File: config.mk
export PLATFORM = sky130hd
export DESIGN_NAME = pc_fetch_unit_flat
export DESIGN_NICKNAME = d
export VERILOG_FILES = /design/src/rtl/pc_fetch_unit_if.sv /design/src/rtl/pc_fetch_unit.sv /design/src/flat_wrapper.sv
export SDC_FILE = /design/constraint.sdc
export NUM_CORES = 1
export LEC_CHECK = 0
export CAP_MARGIN = 15
export CORE_MARGIN = 4
export CORE_UTILIZATION = 46
export DETAILED_ROUTE_END_ITERATION = 10
export PLACE_DENSITY_LB_ADDON = 0.15
export REMOVE_ABC_BUFFERS = 1
export SETUP_SLACK_MARGIN = 0.4
export SYNTH_ARGS = -nofsm -noshare
export SYNTH_HDL_FRONTEND = slang
export SYNTH_SLANG_ARGS = --single-unit
File: constraint.sdc
create_clock -name clk_i -period 2.5 [get_ports clk_i]
set_input_delay 0.5 -clock clk_i [delete_from_list [all_inputs] [get_ports clk_i]]
set_output_delay 0.5 -clock clk_i [all_outputs]
set_load 0.01 [all_outputs]
File: src/rtl/pc_fetch_unit_if.sv
// rtl/pc_fetch_unit_if.sv - fetch unit bus: imem handshake, redirect and decode handshake
interface pc_fetch_unit_if;
    logic        imem_req_o;
    logic [31:0] imem_addr_o;
    logic        imem_gnt_i;
    logic        imem_rvalid_i;
    logic [31:0] imem_rdata_i;
    logic        redirect_i;
    logic [31:0] redirect_pc_i;
    logic        if_ready_i;
    logic        if_valid_o;
    logic [31:0] if_instr_o;
    logic [31:0] if_pc_o;
    logic [31:0] if_pc_plus4_o;
    logic        fault_o;

    modport master (
        output imem_req_o, imem_addr_o,
        input  imem_gnt_i, imem_rvalid_i, imem_rdata_i,
        input  redirect_i, redirect_pc_i,
        input  if_ready_i,
        output if_valid_o, if_instr_o, if_pc_o, if_pc_plus4_o, fault_o
    );

    modport slave (
        input  imem_req_o, imem_addr_o,
        output imem_gnt_i, imem_rvalid_i, imem_rdata_i,
        output redirect_i, redirect_pc_i,
        output if_ready_i,
        input  if_valid_o, if_instr_o, if_pc_o, if_pc_plus4_o, fault_o
    );
endinterface

File: src/rtl/pc_fetch_unit.sv
// rtl/pc_fetch_unit.sv - instruction fetch front end: PC, single-outstanding imem fetch, decode handoff
module pc_fetch_unit #(
    parameter logic [31:0] RESET_PC = 32'h0000_0000,
    parameter logic [31:0] PC_INC   = 32'd4
) (
    input  logic           clk_i,
    input  logic           rst_i,
    pc_fetch_unit_if.master bus
);
    typedef enum logic [2:0] {
        IDLE  = 3'd0,
        REQ   = 3'd1,
        WAIT  = 3'd2,
        OUT   = 3'd3,
        FAULT = 3'd4
    } state_t;

    state_t      state_q, state_d;
    logic [31:0] pc_q, pc_d;
    logic        discard_q, discard_d;
    logic [31:0] instr_q, if_pc_q, if_pc_plus4_q;
    logic        capture;
    logic        misaligned;
    logic [31:0] pc_inc;

    assign pc_inc     = pc_q + PC_INC;
    assign misaligned = bus.redirect_i && (bus.redirect_pc_i[1:0] != 2'b00);

    always_comb begin
        state_d   = state_q;
        pc_d      = pc_q;
        discard_d = discard_q;
        capture   = 1'b0;
        case (state_q)
            IDLE: begin
                state_d = REQ;
                if (bus.redirect_i) begin
                    pc_d    = bus.redirect_pc_i;
                    state_d = misaligned ? FAULT : REQ;
                end
            end
            REQ: begin
                if (bus.redirect_i) begin
                    pc_d = bus.redirect_pc_i;
                    // A grant in the redirect cycle launches a stale fetch; drop its data later.
                    if (bus.imem_gnt_i) discard_d = 1'b1;
                    if (misaligned)          state_d = FAULT;
                    else if (bus.imem_gnt_i) state_d = WAIT;
                    else                     state_d = REQ;
                end else if (bus.imem_gnt_i) begin
                    state_d = WAIT;
                end
            end
            WAIT: begin
                if (bus.redirect_i) begin
                    pc_d      = bus.redirect_pc_i;
                    discard_d = !bus.imem_rvalid_i;
                    if (misaligned)             state_d = FAULT;
                    else if (bus.imem_rvalid_i) state_d = REQ;
                    else                        state_d = WAIT;
                end else if (bus.imem_rvalid_i) begin
                    if (discard_q) begin
                        discard_d = 1'b0;
                        state_d   = REQ;
                    end else begin
                        capture = 1'b1;
                        pc_d    = pc_inc;
                        state_d = OUT;
                    end
                end
            end
            OUT: begin
                if (bus.redirect_i) begin
                    pc_d    = bus.redirect_pc_i;
                    state_d = misaligned ? FAULT : REQ;
                end else if (bus.if_ready_i) begin
                    state_d = REQ;
                end
            end
            FAULT: begin
                if (bus.imem_rvalid_i) discard_d = 1'b0;
                if (bus.redirect_i) begin
                    pc_d = bus.redirect_pc_i;
                    // Still owed a response from before the fault: wait it out before refetching.
                    if (!misaligned)
                        state_d = (discard_q && !bus.imem_rvalid_i) ? WAIT : REQ;
                end
            end
            default: state_d = IDLE;
        endcase
    end

    always_ff @(posedge clk_i) begin
        if (rst_i) begin
            state_q       <= IDLE;
            pc_q          <= RESET_PC;
            discard_q     <= 1'b0;
            instr_q       <= 32'h0;
            if_pc_q       <= 32'h0;
            if_pc_plus4_q <= 32'h0;
        end else begin
            state_q   <= state_d;
            pc_q      <= pc_d;
            discard_q <= discard_d;
            if (capture) begin
                instr_q       <= bus.imem_rdata_i;
                if_pc_q       <= pc_q;
                if_pc_plus4_q <= pc_inc;
            end
        end
    end

    assign bus.imem_req_o    = (state_q == REQ);
    assign bus.imem_addr_o   = pc_q;
    assign bus.if_valid_o    = (state_q == OUT);
    assign bus.if_instr_o    = instr_q;
    assign bus.if_pc_o       = if_pc_q;
    assign bus.if_pc_plus4_o = if_pc_plus4_q;
    assign bus.fault_o       = (state_q == FAULT);
endmodule

File: src/flat_wrapper.sv
// flat-port wrapper written by rule: the top's interface ports become plain ports
module pc_fetch_unit_flat 
#(
    parameter logic [31:0] RESET_PC = 32'h0000_0000,
    parameter logic [31:0] PC_INC   = 32'd4
)
  (clk_i, rst_i, bus_imem_req_o, bus_imem_addr_o, bus_imem_gnt_i, bus_imem_rvalid_i, bus_imem_rdata_i, bus_redirect_i, bus_redirect_pc_i, bus_if_ready_i, bus_if_valid_o, bus_if_instr_o, bus_if_pc_o, bus_if_pc_plus4_o, bus_fault_o);
  pc_fetch_unit_if bus_i ();
  input  logic clk_i;
  input  logic rst_i;
  output wire logic [$bits(bus_i.imem_req_o)-1:0] bus_imem_req_o;
  output wire logic [$bits(bus_i.imem_addr_o)-1:0] bus_imem_addr_o;
  input wire logic [$bits(bus_i.imem_gnt_i)-1:0] bus_imem_gnt_i;
  input wire logic [$bits(bus_i.imem_rvalid_i)-1:0] bus_imem_rvalid_i;
  input wire logic [$bits(bus_i.imem_rdata_i)-1:0] bus_imem_rdata_i;
  input wire logic [$bits(bus_i.redirect_i)-1:0] bus_redirect_i;
  input wire logic [$bits(bus_i.redirect_pc_i)-1:0] bus_redirect_pc_i;
  input wire logic [$bits(bus_i.if_ready_i)-1:0] bus_if_ready_i;
  output wire logic [$bits(bus_i.if_valid_o)-1:0] bus_if_valid_o;
  output wire logic [$bits(bus_i.if_instr_o)-1:0] bus_if_instr_o;
  output wire logic [$bits(bus_i.if_pc_o)-1:0] bus_if_pc_o;
  output wire logic [$bits(bus_i.if_pc_plus4_o)-1:0] bus_if_pc_plus4_o;
  output wire logic [$bits(bus_i.fault_o)-1:0] bus_fault_o;
  assign bus_imem_req_o = bus_i.imem_req_o;
  assign bus_imem_addr_o = bus_i.imem_addr_o;
  assign bus_i.imem_gnt_i = bus_imem_gnt_i;
  assign bus_i.imem_rvalid_i = bus_imem_rvalid_i;
  assign bus_i.imem_rdata_i = bus_imem_rdata_i;
  assign bus_i.redirect_i = bus_redirect_i;
  assign bus_i.redirect_pc_i = bus_redirect_pc_i;
  assign bus_i.if_ready_i = bus_if_ready_i;
  assign bus_if_valid_o = bus_i.if_valid_o;
  assign bus_if_instr_o = bus_i.if_instr_o;
  assign bus_if_pc_o = bus_i.if_pc_o;
  assign bus_if_pc_plus4_o = bus_i.if_pc_plus4_o;
  assign bus_fault_o = bus_i.fault_o;
  pc_fetch_unit #(.RESET_PC(RESET_PC), .PC_INC(PC_INC)) u_core (.clk_i(clk_i), .rst_i(rst_i), .bus(bus_i));
endmodule
### Word-level counts from Yosys, hierarchy flattened

Cells that the tools add are included.

| operators by class | value |
|---|---|
| $add $sub $neg | 1 |
| eq/ne operators | 13 |
| muxes and demuxes | 31 |
| reductions and logical operators | 11 |

Operator list:

| cell | count |
|---|---|
| two-way mux 32 bit | 4 |
| case mux 32 bit (2 select lines) | 1 |
| two-way mux 3 bit | 12 |
| adder 32 x 3 -> 32 bit, second input constant | 1 |
| case mux 3 bit (5 select lines) | 1 |
| != test 3 bit, second input constant | 3 |
| two-way mux 1 bit | 8 |
| two-way mux 2 bit | 4 |
| equality test 3 x 2 -> 1 bit, second input constant | 2 |
| != test 2 x 1 -> 1 bit, second input constant | 3 |
| AND reduction 5 bit | 1 |
| != test 2 bit, second input constant | 2 |
| AND reduction 4 bit | 1 |
| nonzero test 2 bit | 2 |
| OR reduction 4 bit | 1 |
| equality test 3 x 1 -> 1 bit, second input constant | 1 |
| equality test 3 bit, second input constant | 1 |
| logical NOT 3 bit | 1 |
| != test 3 x 1 -> 1 bit, second input constant | 1 |
| case mux 1 bit (3 select lines) | 1 |
| AND reduction 3 bit | 1 |
| nonzero test 3 bit | 1 |
| logical AND 1 bit | 2 |
| logical NOT 1 bit | 1 |

| storage, ports and cells | value |
|---|---|
| bits in registers | 132 |
| input port bits | 70 |
| output and inout bits | 131 |
| logic and storage cells | 62 |

### Longest topological paths before layout

| depth | value |
|---|---|
| depth in word-level cells | 6 |
| depth in mapped cells | 8 |
| mapped depth without buffers | 6 |

### Worst setup path before layout

No wires, ideal clock.

| path | value |
|---|---|
| path type | flip-flop to flip-flop |
| from | reg u_core.pc_q[2], in the netlist u_core.bus.imem_addr_o[2] |
| to | reg u_core.pc_q[22], in the netlist u_core.bus.imem_addr_o[22] |
| library setup time | 0.127 ns |
| data arrival time | 1.855 ns |
| data required time | 2.373 ns |
| setup slack | 0.518 ns |
| cell stages (with the launch flop) | 7 |
| path buffers | 1 |
| period minus slack after synthesis | 1.982 ns |
| path through | dfxtp_1 -> ha_1 -> and4_1 -> clkbuf_1 -> nand4_1 -> and3_1 -> or3_1 |

| on the way | value |
|---|---|
| longest elaborated chain between the ends | 5 |

RTL lines:

| what | line | text |
|---|---|---|
| start, declared | pc_fetch_unit.sv:19 | `logic [31:0] pc_q, pc_d;` |
| start signal, assigned | pc_fetch_unit.sv:103 | `pc_q <= pc_d;` |
| adder 32 x 3 -> 32 bit | pc_fetch_unit.sv:26 | `assign pc_inc = pc_q + PC_INC;` |
| two-way mux 32 bit | pc_fetch_unit.sv:62 | `if (discard_q) begin` |
| two-way mux 32 bit | pc_fetch_unit.sv:61 | `end else if (bus.imem_rvalid_i) begin` |
| two-way mux 32 bit | pc_fetch_unit.sv:55 | `if (bus.redirect_i) begin` |
| case mux 32 bit (2 select lines) | pc_fetch_unit.sv:34 | `case (state_q)` |

Every way passes these cells. The select of a mux whose other input is x is not followed.
A chain may end at the register's enable or synchronous reset.

### Worst setup path after layout

| path | value |
|---|---|
| from | reg u_core.pc_q[15], in the netlist u_core.bus.imem_addr_o[15] |
| to | out bus_imem_addr_o[15] |

RTL lines:

| what | line | text |
|---|---|---|
| end, declared | flat_wrapper.sv:12 | `output wire logic [$bits(bus_i.imem_addr_o)-1:0] bus_imem_addr_o;` |

No word-level cell between the ends.

==> impl_metrics.py <==
metrics = {
    "global_route": {
        "gr-total-overflow": 0,
        "grt_max_degree": 48,
        "grt_pass1_vias": 5880,
        "grt_pass1_wl_um": 29190,
        "grt_usage_pct": 24.80,
        "antenna_found_initial": 0,
    },
    "clock_tree": {
        "cts_tree": "yes",
        "clk_latency_ns": 0.42,
        "cts_hold_buf": 0,
        "cts.clk_slew.worst_paths_ns": 0.05,
        "htree_levels": 4,
        "cts_sinks": 130,
        "cts_buffers": 17,
        "clock_path_buffers": 2,
        "root_buffer": "clkbuf_16",
    },
    "worst_setup_path": {
        "required_ns": 2.00,
        "worst_ep_arrival_time_ns": 1.54,
        "critPathCaptureType": "output port",
        "max_stage_delay_ns": 0.62,
        "path_cells": "clkdlybuf4s50_1",
        "crit_slowest_cell": "clkdlybuf4s50_1",
        "crit_fanout": 7,
        "cp_top_family": "buffers and inverters",
        "path_class": "flip-flop to output port",
        "path_buf_inv": 1,
        "startpoint_type": "flip-flop",
    },
    "synth": {
        "synthTopCellsByArea": "dfxtp_1, nand2_1, a21oi_1, nor2_1, a211oi_1",
        "synth_top_area_cell": "dfxtp_1",
        "synthMuxAreaShare_pct": 0.8714,
        "yosysMostFrequentCell": "nand2_1",
        "ys_types": 58,
        "synth_commonest_cells": "nand2_1, dfxtp_1, a21oi_1",
        "yosys.area_share.simple_pct": 25.63,
        "synth_compound_area_share_pct": 19.51,
        "async_flop_share_pct": 0,
        "avgSynthCellArea_sq_um": 7.923,
        "synth_edf_count": 0,
        "synth_top_cell_area_share_pct": 44.21,
        "synthAdderAreaFrac_pct": 0.2125,
        "synth_area_sq_mm": 0.005887,
        "syn_inst": 743,
        "synthFlopType": "dfxtp_1",
        "synth_top_family_by_area": "simple AND/OR/NAND/NOR gates",
        "ys_seq_elements": 130,
        "ys_seq_area_share_pct": 44.21,
        "yosysWarnings": 0,
        "synth_xor_area_share_pct": 3.571,
    },
    "place": {
        "portBuffers": 200,
        "place_inst": 1085,
        "placed_area_sq_mm": 0.008137,
        "dp_hpwl_um": 13140,
        "globalplace.congestion": 0.9195,
    },
    "detailed_routing": {
        "drtPass1Iterations": 6,
        "drcViolationCount": 0,
        "drt_iter0_markers": 465,
        "routedWlPerCell_um": 16.62,
        "antenna_left": 0,
        "via_per_inst": 5.504,
        "wl_um": 18580,
        "num_vias": 6153,
    },
    "layout": {
        "fin_area_sq_mm": 0.008812,
        "drive_gt1_share_pct": 10.47,
        "antenna_cells": 0,
        "area_growth_pct": 49.69,
        "final_cells": 1118,
        "finalCoreUtilization_pct": 70.11,
        "layout.nets": 1005,
    },
    "sta": {
        "finalClockSkew_ns": 0.005079,
        "whs_ns": 0.4509,
        "rsz0062_at_grt": "false",
        "fin_crit_ns": 2.037,
        "max_freq_mhz": 491.0,
        "tightest_slew_ns": 0.5378,
        "post-route-period-util_pct": 81.46,
        "maxSlewViolCount": 0,
        "finalHoldViolCount": 0,
        "finalSetupViolCount": 0,
        "max_slew_margin_pct": 63.22,
    },
    "job": {
        "maxCapViolations": 0,
    },
    "min_path": {
        "hold_class": "flip-flop to flip-flop",
    },
    "die": {
        "core_area_sq_mm": 0.01257,
        "io_pins": 201,
        "fp-row-count": 41,
        "die_area_sq_mm": 0.01467,
        "die_y_um": 121.1,
        "die_w_um": 121.1,
        "initial_utilization_pct": 46.84,
    },
    "power": {
        "ir_drop_uv": 370.6,
        "power.total_mw": 5.498,
        "p_per_area_mw_per_mm2": 623.9,
        "p_leak_nw": 2.959,
    },
    "status": {
        "status": "finished clean",
    },
}
## flip-flops by register name, indices dropped and copies added (netlist names)
name	count
u_core.bus.if_instr_o	32
u_core.discard_q	1
u_core.state_q	3
u_core.bus.if_pc_o	30
u_core.bus.if_pc_plus4_o	32
u_core.bus.imem_addr_o	32
## where the power goes
| group | switching (mW) | leakage (nW) | internal (mW) |
|---|---|---|---|
| clock network | 0.871 | 0.288 | 1.64 |
| logic | 0.359 | 1.61 | 0.384 |
| registers | 0.101 | 1.06 | 2.15 |
## path summary, 6_finish.rpt
kind	from	end	slack (ns)	cells past startpoint
setup / recovery	u_core.bus.imem_addr_o[15]	bus_imem_addr_o[15]	0.46	1
hold / removal	u_core.bus.if_instr_o[1]	u_core.bus.if_instr_o[1]	0.45	2
setup reg to reg	u_core.state_q[0]	u_core.bus.if_instr_o[29]	0.52	5
hold reg to reg	u_core.bus.if_instr_o[1]	u_core.bus.if_instr_o[1]	0.45	2
## what timing repair did
action | CTS | global route
setup buffers | 0 | 2
endpoints found under the setup margin | 10 | 24
gates resized for setup | 8 | 20
cloned | 0 | 0
pin swaps | 0 | 2
## kinds of logic after synthesis
kind of cell,count (synthesis)
compound gates,186
xor+xnor,24
buf+inv,80
fa+ha+maj,1
flops,130
simple gates,317
mux,5
## final cells by class
type	count	area [sq um]
clock buffers	26	489.2
flip-flops and latches	130	2619
fillers	1030	3756
repair buffers	239	2335
inverters	13	48.80
well taps	172	215.2
clock inverters	5	100.1
multi-input cells	533	3005
## per-stage QoR
step | setup slack [ns] | TNS, ns
4_1_cts | 0.3742 | 0
6_report | 0.4634 | 0
2_1_floorplan | -5.329 | -461.54
3_5_place_dp | 0.03165 | 0
3_3_place_gp | 0.03356 | 0
5_1_grt | 0.4079 | 0
## layout by cell type (no fill, tap or decap), types with 3 or more instances in the layout
master,synthesis,routed
clkdlybuf4s50_1,0,196
nand2_1,149,149
dfxtp_1,130,121
a21oi_1,93,93
nor2_1,54,53
buf_4,4,36
a211oi_1,26,26
nor3_1,21,20
nand3_1,19,18
o21ai_0,18,17
clkbuf_16,0,17
nand4_1,14,14
xnor2_1,14,14
inv_1,13,13
xor2_1,10,10
a22oi_1,9,9
nand2b_1,8,7
or3_1,7,7
dfxtp_2,0,7
nor4_1,10,6
a31oi_1,6,6
clkbuf_1,38,6
and3_1,5,5
or4_1,5,5
o211ai_1,5,5
o32ai_1,5,5
nor4_2,0,4
mux2i_1,4,4
a22o_1,4,4
nor2b_1,4,4
buf_12,0,4
or2_2,3,3
and4_1,4,3
a2111oi_0,3,3
bufinv_16,0,3
clkbuf_8,0,3
## layer usage
layer  share of wire, %  GRT usage, %
met1                 41         30.89
met5                  0             0
met3                8.3         6.946
met2                 49         40.99
met4                1.5         8.924
Note: power is estimated with default switching activity, not from simulation.
